===== src/rtl/sp_mem_arb.sv =====
// Round-robin arbiter for two clients sharing one single-port RAM.
// After reset it optionally sweeps every RAM word to INIT_VALUE before granting requests.
module sp_mem_arb #(
    parameter int                    DATA_WIDTH = 32,
    parameter int                    ADDR_WIDTH = 8,
    parameter bit                    INIT_EN    = 1'b1,
    parameter logic [DATA_WIDTH-1:0] INIT_VALUE = '0
) (
    input  logic                  clk,
    input  logic                  rst,
    output logic                  init_done,

    input  logic                  p0_req_valid,
    output logic                  p0_req_ready,
    input  logic                  p0_req_we,
    input  logic [ADDR_WIDTH-1:0] p0_req_addr,
    input  logic [DATA_WIDTH-1:0] p0_req_din,
    output logic                  p0_rsp_valid,
    output logic [DATA_WIDTH-1:0] p0_rsp_data,

    input  logic                  p1_req_valid,
    output logic                  p1_req_ready,
    input  logic                  p1_req_we,
    input  logic [ADDR_WIDTH-1:0] p1_req_addr,
    input  logic [DATA_WIDTH-1:0] p1_req_din,
    output logic                  p1_rsp_valid,
    output logic [DATA_WIDTH-1:0] p1_rsp_data,

    output logic                  mem_we,
    output logic [ADDR_WIDTH-1:0] mem_addr,
    output logic [DATA_WIDTH-1:0] mem_din,
    input  logic [DATA_WIDTH-1:0] mem_dout
);

    localparam logic [ADDR_WIDTH:0] LAST_ADDR = {1'b0, {ADDR_WIDTH{1'b1}}};

    typedef enum logic {
        ST_INIT,
        ST_RUN
    } state_t;

    state_t                  state;
    state_t                  state_next;
    logic [ADDR_WIDTH:0]     init_addr;
    logic                    last_gnt;
    logic                    gnt0;
    logic                    gnt1;
    logic                    run_ok;
    logic [ADDR_WIDTH-1:0]   addr_q;
    logic [DATA_WIDTH-1:0]   din_q;

    assign p0_rsp_data  = mem_dout;
    assign p1_rsp_data  = mem_dout;
    assign p0_req_ready = gnt0;
    assign p1_req_ready = gnt1;

    // Grant selection and RAM port mux; the port keeps its last address/data when idle.
    always_comb begin
        state_next = state;
        gnt0       = 1'b0;
        gnt1       = 1'b0;
        mem_we     = 1'b0;
        mem_addr   = addr_q;
        mem_din    = din_q;
        run_ok     = (state == ST_RUN) && !rst;

        if (state == ST_INIT) begin
            mem_we   = !rst;
            mem_addr = init_addr[ADDR_WIDTH-1:0];
            mem_din  = INIT_VALUE;
            if (init_addr == LAST_ADDR) begin
                state_next = ST_RUN;
            end
        end else begin
            gnt0 = run_ok && p0_req_valid && (!p1_req_valid || last_gnt);
            gnt1 = run_ok && p1_req_valid && (!p0_req_valid || !last_gnt);
            if (gnt0) begin
                mem_we   = p0_req_we;
                mem_addr = p0_req_addr;
                mem_din  = p0_req_din;
            end else if (gnt1) begin
                mem_we   = p1_req_we;
                mem_addr = p1_req_addr;
                mem_din  = p1_req_din;
            end
        end
    end

    always_ff @(posedge clk or posedge rst) begin
        if (rst) begin
            state        <= INIT_EN ? ST_INIT : ST_RUN;
            init_addr    <= '0;
            init_done    <= 1'b0;
            last_gnt     <= 1'b1;
            p0_rsp_valid <= 1'b0;
            p1_rsp_valid <= 1'b0;
            addr_q       <= '0;
            din_q        <= '0;
        end else begin
            state        <= state_next;
            addr_q       <= mem_addr;
            din_q        <= mem_din;
            p0_rsp_valid <= gnt0 && !p0_req_we;
            p1_rsp_valid <= gnt1 && !p1_req_we;
            if (state == ST_INIT) begin
                init_addr <= init_addr + (ADDR_WIDTH+1)'(1);
            end
            if (state_next == ST_RUN) begin
                init_done <= 1'b1;
            end
            if (gnt0) begin
                last_gnt <= 1'b0;
            end else if (gnt1) begin
                last_gnt <= 1'b1;
            end
        end
    end

endmodule


===== config.mk =====
export PLATFORM = sky130hd
export DESIGN_NAME = sp_mem_arb
export DESIGN_NICKNAME = d
export VERILOG_FILES = /design/src/rtl/sp_mem_arb.sv
export SDC_FILE = /design/constraint.sdc
export NUM_CORES = 1
export LEC_CHECK = 0
export ABC_AREA = 1
export CORE_MARGIN = 3
export CORE_UTILIZATION = 37
export DETAILED_ROUTE_END_ITERATION = 8
export GPL_ROUTABILITY_DRIVEN = 0
export PLACE_DENSITY_LB_ADDON = 0.1
export SLEW_MARGIN = 0
export SYNTH_ARGS = -nofsm -noshare
export SYNTH_HDL_FRONTEND = slang
export SYNTH_SLANG_ARGS = --single-unit

===== constraint.sdc =====
create_clock -name clk -period 3.48 [get_ports clk]
set_clock_uncertainty 0.2 [all_clocks]
set_input_delay 0.696 -clock clk [delete_from_list [all_inputs] [get_ports clk]]
set_output_delay 0.696 -clock clk [all_outputs]
set_load 0.005 [all_outputs]

# Yosys cells after proc, flatten, opt, wreduce, memory -nomap -nowiden
# Index checks and enable logic that the tools add are counted.
dict set report classes {
  addsub 1
  eq_ne 1
  muxes 15
  n_reduce_logical 16
}
# op n
set op_table {}
lappend op_table {{$mux W32} 3}
lappend op_table {{$mux W8} 3}
lappend op_table {{$add A9 B1 Y9 const B} 1}
lappend op_table {{$eq A9 B8 Y1 const B} 1}
lappend op_table {{$mux W1} 9}
lappend op_table {{$logic_and A1 B1 Y1} 7}
lappend op_table {{$logic_not A1 Y1} 6}
lappend op_table {{$logic_or A1 B1 Y1} 2}
lappend op_table {{$reduce_bool A2 Y1} 1}
dict set report totals {
  reg_bits 54
  in_bits 118
  out_inout_bits 110
  elab_cells 41
}

# Logic depth before layout (Yosys ltp)
# Gate-level depths: netlist of run 1.
dict set report logic_depth {
  ltp_word 7
  depth_mapped 9
  depth_no_buf 7
}

# Worst setup path before layout of run 1
# OpenSTA, ideal clock, no wires.
dict set report synth_path {
  path_type {input -> output}
  startpoint {input rst}
  endpoint {output mem_addr[0]}
  arrival_ps 2524
  t_required_ps 2584
  setup_slack_ps 60
  path_stages 5
  path_buffers 0
  path_cell_list {inv_1 nand3_1 nor2_1 a21oi_1 a21oi_1}
}
dict set report synth_between {
  elab_chain_cells 7
  elab_cells_between_ends 9
  cone_classes {mux (3); reduce/logical (6)}
}
# element line_no
set synth_lines {}
lappend synth_lines {{start: declaration} 10} ;# input logic rst,
lappend synth_lines {{$logic_not A1 Y1 (no line) *} --}
lappend synth_lines {{$logic_and A1 B1 Y1 *} 65} ;# run_ok = (state == ST_RUN) && !rst;
lappend synth_lines {{$logic_and A1 B1 Y1 (2 in a row)} 76} ;# gnt1 = run_ok && p1_req_valid && (!p0_req_valid || !last_gnt);
lappend synth_lines {{$mux W8} 81} ;# end else if (gnt1) begin
lappend synth_lines {{$mux W8 *} 77} ;# if (gnt0) begin
lappend synth_lines {{$mux W8 *} 67} ;# if (state == ST_INIT) begin
lappend synth_lines {{end: declaration} 30} ;# output logic [ADDR_WIDTH-1:0] mem_addr,
# Mark *: on every way between the ends. The rest lies on a longest branch, timed or not.

# Final worst setup path of run 1
dict set report layout_path {
  startpoint {input p0_req_valid}
  endpoint {output mem_addr[6]}
}
dict set report layout_between {
  elab_chain_cells 6
  elab_cells_between_ends 8
  cone_classes {mux (3); reduce/logical (5)}
}
# element line_no
set layout_lines {}
lappend layout_lines {{start: declaration} 13} ;# input logic p0_req_valid,
lappend layout_lines {{$logic_not A1 Y1} 76}
lappend layout_lines {{$logic_or A1 B1 Y1} 76}
lappend layout_lines {{$logic_and A1 B1 Y1} 76}
lappend layout_lines {{$mux W8} 81}
lappend layout_lines {{$mux W8 *} 77}
lappend layout_lines {{$mux W8 *} 67}
# Marked as above.

==> results of run 1 <==
## timing repair
item | CTS | global route
resized for setup | 3 | 7
gates cloned | 0 | 1
setup endpoints to repair | 25 | 23
## synthesized netlist by cell type, drive strengths merged
master,number
buf,85
nand4,41
dfrtp,53
dfstp,1
nor4,1
nand3,44
clkbuf,10
inv,45
o211ai,1
xnor2,3
nand2,107
a21oi,2
o21ai,2
ha,2
xor2,3
or2,1
nor3,1
nor2,89
## critical path, cell delays in order
cell and delay [ps]:
clkdlybuf4s50_1 500, buf_4 140, nand3_4 140, buf_4 210
nor2_1 100, nor2_1 50, nand2_1 90, nand2_1 60
clkdlybuf4s50_1 470
## where the power goes
part	internal [mW]	switching (mW)
Clock	0.150	0.223
Combinational	0.0898	0.0497
Sequential	0.627	0
Total	0.867	0.273
## cells in the final DEF (no fill, tap or decap)
cell type	instances
clkdlybuf4s50_1	129
nand2_1	106
nor2_1	87
dfrtp_1	53
inv_1	43
nand3_1	42
nand4_1	41
buf_4	29
clkbuf_8	5
buf_12	5
xor2_1	3
xnor2_1	3
nand3_4	2
o21ai_0	2
ha_1	2
clkinv_4	2
buf_6	2
inv_4	1
nor3_1	1
nor4_1	1
nor2_8	1
nand2_2	1
inv_2	1
a21oi_1	1
a21oi_2	1
nor2_2	1
o211ai_1	1
or2_2	1
inv_8	1
clkbuf_16	1
buf_2	1
dlygate4sd2_1	1
dfstp_2	1
## metrics by stage
step                instance area [µm²]  power (mW)  setup TNS [ps]
floorplan                          3518      0.7231               0
global placement                   4677      0.7796          -214.6
detailed placement                 4677      0.7790          -782.8
CTS                                4781       1.158               0
global route                       4835       1.202          -1.640
finish                             4835       1.139               0
## how the worst min path moves through the flow
stage,end,depth (start not counted),start
after global routing,init_done$_DFFE_PP0P_,1,init_done$_DFFE_PP0P_
after global placement,init_done$_DFFE_PP0P_,1,init_done$_DFFE_PP0P_
after detailed placement,init_done$_DFFE_PP0P_,1,init_done$_DFFE_PP0P_
final,init_done$_DFFE_PP0P_,1,init_done$_DFFE_PP0P_
after floorplan,init_addr[8]$_DFFE_PP0N_,2,init_addr[8]$_DFFE_PP0N_
after CTS,init_done$_DFFE_PP0P_,1,init_done$_DFFE_PP0P_
## state kept, by name (all words and copies together), names as in the netlist
| register | cells |
|---|---|
| p0_rsp_valid | 1 |
| din_q | 32 |
| init_done | 1 |
| last_gnt | 1 |
| init_addr | 9 |
| addr_q | 8 |
| p1_rsp_valid | 1 |
| state | 1 |
## layer usage
metal | track usage (%) | wire length [µm]
met5 | 0 | 0
met4 | 3.989 | 164
met3 | 6.219 | 712
met2 | 29.49 | 4702
met1 | 24.58 | 4437
## cells by family (layout without fill, tap and decap cells)
family,count (synthesis),count (layout)
buffers and inverters,140,221
and+or+nand+nor,284,284
DFF,54,54
adders and majority gates,2,2
AOI/OAI and AO/OA,5,5
xor gates and xnor gates,6,6
## final cells by class
cell class              count  area (µm²)  share of cell area (%)
repair buffers            168        1670                   34.55
multi-input cells         297        1385                   28.65
flip-flops and latches     54        1353                   27.98
inverters                  45       171.4                   3.546
well taps                 126       157.7                   3.261
clock buffers               5       68.82                   1.423
clock inverters             3       28.78                  0.5952
==> impl_metrics.yaml, run 1 <==
worst_setup_path:
  crit_type: "input port to output pin"
  crit_fanout: 11
  r2r-start: "state$_DFF_PP0_"
  cp-end-kind: "output pin"
  reg2reg_slack_ps: 1330
  startpoint: "p0_req_valid"
  critPathCapture: "mem_addr[6]"
  reg2reg_depth: 6
  critPathArrivalTime_ps: 2460
  critical_path_required_ps: 2580
  worstSetupStartpointType: "input port"
  timing.rr.end: "init_addr[5]$_DFFE_PP0N_"
floorplanning:
  die_w_um: 103.5
  fp-row-count: 34
  core_um2: 8976
  floorplan.initialDensity_pct: 39.20
  dieHeight_um: 103.5
  io_pins: 228
  die-area_um2: 10720
layout:
  diodes: 0
  final_util_pct: 53.86
  nets: 691
  syn_to_final_growth_pct: 37.41
  final_cells: 698
  nFillCells: 886
  drive_gt1_share_pct: 9.790
sta:
  tightest_slew_ps: 696.8
  timing.slew.headroom_pct: 53.55
  fmax_mhz: 297.8
  finalSetupViolCount: 0
  layout_setup_ws_ps: 121.9
  min_period_over_period_pct: 96.50
  slew_violations: 0
  finalHoldViolCount: 0
  worst_hold_slack_ps: 290.2
  layout_min_cycle_time_ps: 3358
global_routing:
  grt_pass1_vias: 3339
  grt_pass1_wl_um: 16680
  overflow: 0
  grt_usage_pct: 18.51
  antenna_found_initial: 0
  grt_max_degree: 55
yosys:
  synth_adder_area_share_pct: 0.7112
  synth_top_family_by_area: "simple AND/OR/NAND/NOR gates"
  synth_cells: 491
  syn_area_um2: 3518
  avgSynthCellArea_um2: 7.166
  synth-simple-area-share_pct: 35.92
  synth_top_cell_area_share_pct: 37.70
  post_synth_mux_area_share_pct: 0
  seq_area_frac_synth_pct: 38.44
  yosysTopAreaCell: "dfrtp_1"
  synth-compound-area-share_pct: 0.7824
  yosysUniqueCellTypes: 23
  synth_seq_cells: 54
  synthTopCellsByArea: "dfrtp_1, buf_4, nand2_1"
  syn-num-nets: 611
  yosysWarnings: 0
  synth-xor-area-share_pct: 1.494
drt:
  vias_per_cell: 4.701
  drt-initial-drc-count: 108
  wl_per_cell_um: 14.35
  drc: 0
  dr.pass1.iters: 5
  vias: 3281
  drtAntennaViolNets: 0
  wl_um: 10020
clock_network:
  clk_path_buf_depth: 2
  ctsHoldBuffers: 0
  clock_sinks: 54
  clk_pin_slew_worst_paths_ps: 110
  htreeDepth: 2
  cts_tree: "built"
  cts-root-buf: "clkbuf_8"
  cts_buffers: 5
  post-cts-setup-buffer-count: 0
  clkLatencyLatePin_ps: 310
power:
  powerDensity_nw_per_um2: 235.7
  p_leak_nw: 2.553
  ir_drop_mv: 0.1789
placed_design:
  dp_cells: 689
  dpl_worst_slack_ps: -77.21
  dp.final_hpwl_um: 7009
  port_buffers: 131
min_path:
  hold_path_class: "flop to flop"
run_status:
  status: "finished clean"
flow_run:
  drv_cap: 0
Power figures use the tool's default switching activity.
==> inputs of run 2 (changes only) <==
--- a/config.mk
+++ b/config.mk
@@ -6,7 +6,7 @@
 export NUM_CORES = 1
 export LEC_CHECK = 0
 export ABC_AREA = 1
-export CORE_MARGIN = 3
+export CORE_MARGIN = 2
 export CORE_UTILIZATION = 37
 export DETAILED_ROUTE_END_ITERATION = 8
 export GPL_ROUTABILITY_DRIVEN = 0
==> run 2 against run 1 <==
Net effect: register-to-register slack better by 240 ps; via count is 0.61% lower; cell count is 0.29% higher; critical path depth is 2 lower; first-iteration DRC count is 33% lower; sequential share of layout area is 0.30 points higher; worst setup slack better by 73 ps; clock power is 5% lower; critical path type unchanged; highest routed layer unchanged.
==> impl_metrics.yaml, run 2 (synthesis gave the netlist of run 1 again) <==
run_status:
  status: "finished clean"
global_routing:
  grt_pass1_wl_um: 15650
  grt_max_degree: 55
  antenna_found_initial: 0
  grt_usage_pct: 19.16
  grt_pass1_vias: 3198
  overflow: 0
worst_setup_path:
  worstSetupStartpointType: "input port"
  crit_chain: "dlygate4sd2_1, nor2_8, nand3_2, buf_12, nand3_1, a21oi_2, clkdlybuf4s50_1"
  critPathTopFamily: "buffers and inverters"
  reg2reg_depth: 9
  crit_fanout: 24
  cp-end-kind: "output pin"
  crit_type: "input port to output pin"
  critical_path_required_ps: 2580
  max_stage_delay_ps: 540
  crit_buf_inv: 3
  slowest_stage: "clkdlybuf4s50_1"
  cp.depth: 7
  critPathArrivalTime_ps: 2390
layout:
  diodes: 0
  layout_commonest_cell: "clkdlybuf4s50_1"
  largest_register: "din_q"
  nets: 690
  drive_gt1_share_pct: 9.457
  final_cell_mix: "clkdlybuf4s50_1, nand2_1, nor2_1"
  largest_register_ffs: 32
  top_regs: "din_q x32, init_addr x9, addr_q x8"
  final_cells: 700
  final_util_pct: 51.82
  syn_to_final_growth_pct: 36.10
floorplanning:
  floorplan.initialDensity_pct: 38.08
  dieHeight_um: 101.5
  io_pins: 228
  core_um2: 9240
  die_w_um: 101.5
  fp-row-count: 35
  die-area_um2: 10310
min_path:
  hold_path_class: "flop to flop"
  hold_depth: 2
drt:
  drc: 0
  drtAntennaViolNets: 0
  vias_per_cell: 4.659
  dr.pass1.iters: 4
  vias: 3261
  wl_um: 9864
  wl_per_cell_um: 14.09
  drt-initial-drc-count: 72
clock_network:
  clock_sinks: 54
  cts_buffers: 5
  clk_pin_slew_worst_paths_ps: 100
  htreeDepth: 2
  cts_tree: "built"
  clk_path_buf_depth: 2
  cts-root-buf: "clkbuf_8"
  clkLatencyLatePin_ps: 300
sta:
  fmax_mhz: 304.4
  finalSetupTns_ps: 0
  slew_violations: 0
  min_period_over_period_pct: 94.40
  finalSetupViolCount: 0
  finalHoldViolCount: 0
  tightest_slew_ps: 728.4
  grt_setup_unrepaired: "false"
  layout_min_cycle_time_ps: 3285
  timing.slew.headroom_pct: 51.44
placed_design:
  port_buffers: 131
  dp.final_hpwl_um: 7013
  dp_cells: 691
power:
  ir_drop_mv: 0.1538
  pwr-share-comb_pct: 12.3
  p_leak_nw: 2.544
  intPower_uw: 858.0
  clkPwrFrac_pct: 31.6
  pwr-share-seq_pct: 56.1
  powerDensity_nw_per_um2: 233.5
  switchingPower_uw: 260.2
  netSwitchingFraction_pct: 23.27
flow_run:
  drv_cap: 0
run 2: path summary, 6_finish.rpt:
| path | startpoint | end | slack [ps] |
|---|---|---|---|
| worst max-delay path | rst | mem_addr[0] | 190 |
| worst min-delay path | init_addr[8]$_DFFE_PP0N_ | init_addr[8]$_DFFE_PP0N_ | 300 |
| worst max register to register | state$_DFF_PP0_ | din_q[10]$_DFF_PP0_ | 1570 |
| worst min register to register | init_addr[8]$_DFFE_PP0N_ | init_addr[8]$_DFFE_PP0N_ | 300 |
| max in group asynchronous | rst | state$_DFF_PP0_ | 1860 |
| min in group asynchronous | rst | din_q[21]$_DFF_PP0_ | 700 |
run 2: cell type report:
type / instances / area, µm²
inverters: 45 / 171.4
fillers: 905 / 4452
clock buffers: 6 / 72.57
well taps: 129 / 161.4
repair buffers: 167 / 1640
clock inverters: 2 / 13.76
flip-flops and latches: 54 / 1354
multi-input cells: 297 / 1375
run 2: power by group through the flow:
stage / registers (mW) / logic (mW) / clock network, mW
finish: 0.627 / 0.137 / 0.354
global route: 0.627 / 0.147 / 0.393
CTS: 0.627 / 0.139 / 0.367
detailed placement: 0.639 / 0.138 / 0
global placement: 0.639 / 0.140 / 0
floorplan: 0.639 / 0.0837 / 0
run 2: what timing repair did:
| item | in CTS | in global routing |
|---|---|---|
| setup buffers | 0 | 1 |
| gates resized for setup | 2 | 2 |
| pin swaps | 0 | 1 |
| endpoints found under the setup margin | 40 | 26 |
| hold buffers | 0 | 0 |
run 2: layer usage:
layer  global-route usage (%)  up-vias  wire, µm
met5                        0        -         0
met4                    4.054        0       126
met3                    3.934       13       609
met2                    32.49      112      4862
met1                    25.32     1505      4266
li1                         -     1631         -
run 2: worst reg2reg max path, cell delays in order, from the launching register on:
cell and delay [ps]:
dfrtp_2 490, inv_4 170, nor2_8 160, nand3_2 160
buf_4 240, nor2_1 110, nor2_1 50, nand2_1 70
inv_1 50, buf_4 120
run 2: metrics by stage:
| stage | setup slack [ps] | power (mW) | cell area (µm²) | hold slack, ps |
|---|---|---|---|---|
| after floorplan | 60.11 | 0.7231 | 3518 | 253.0 |
| after global placement | -21.00 | 0.7794 | 4688 | 267.3 |
| after detailed placement | -111.7 | 0.7777 | 4688 | 275.3 |
| after CTS | 66.52 | 1.133 | 4777 | 300.4 |
| after global routing | 53.70 | 1.168 | 4788 | 328.6 |
| final | 194.9 | 1.118 | 4788 | 295.3 |
==> inputs of run 3 (changes only) <==
--- a/config.mk
+++ b/config.mk
@@ -11,7 +11,7 @@
 export DETAILED_ROUTE_END_ITERATION = 8
 export GPL_ROUTABILITY_DRIVEN = 0
 export PLACE_DENSITY_LB_ADDON = 0.1
-export SLEW_MARGIN = 0
+export SLEW_MARGIN = 20
 export SYNTH_ARGS = -nofsm -noshare
 export SYNTH_HDL_FRONTEND = slang
 export SYNTH_SLANG_ARGS = --single-unit
==> results of run 3 <==
The final DEF is identical to that of run 2; final timing and power are the same.
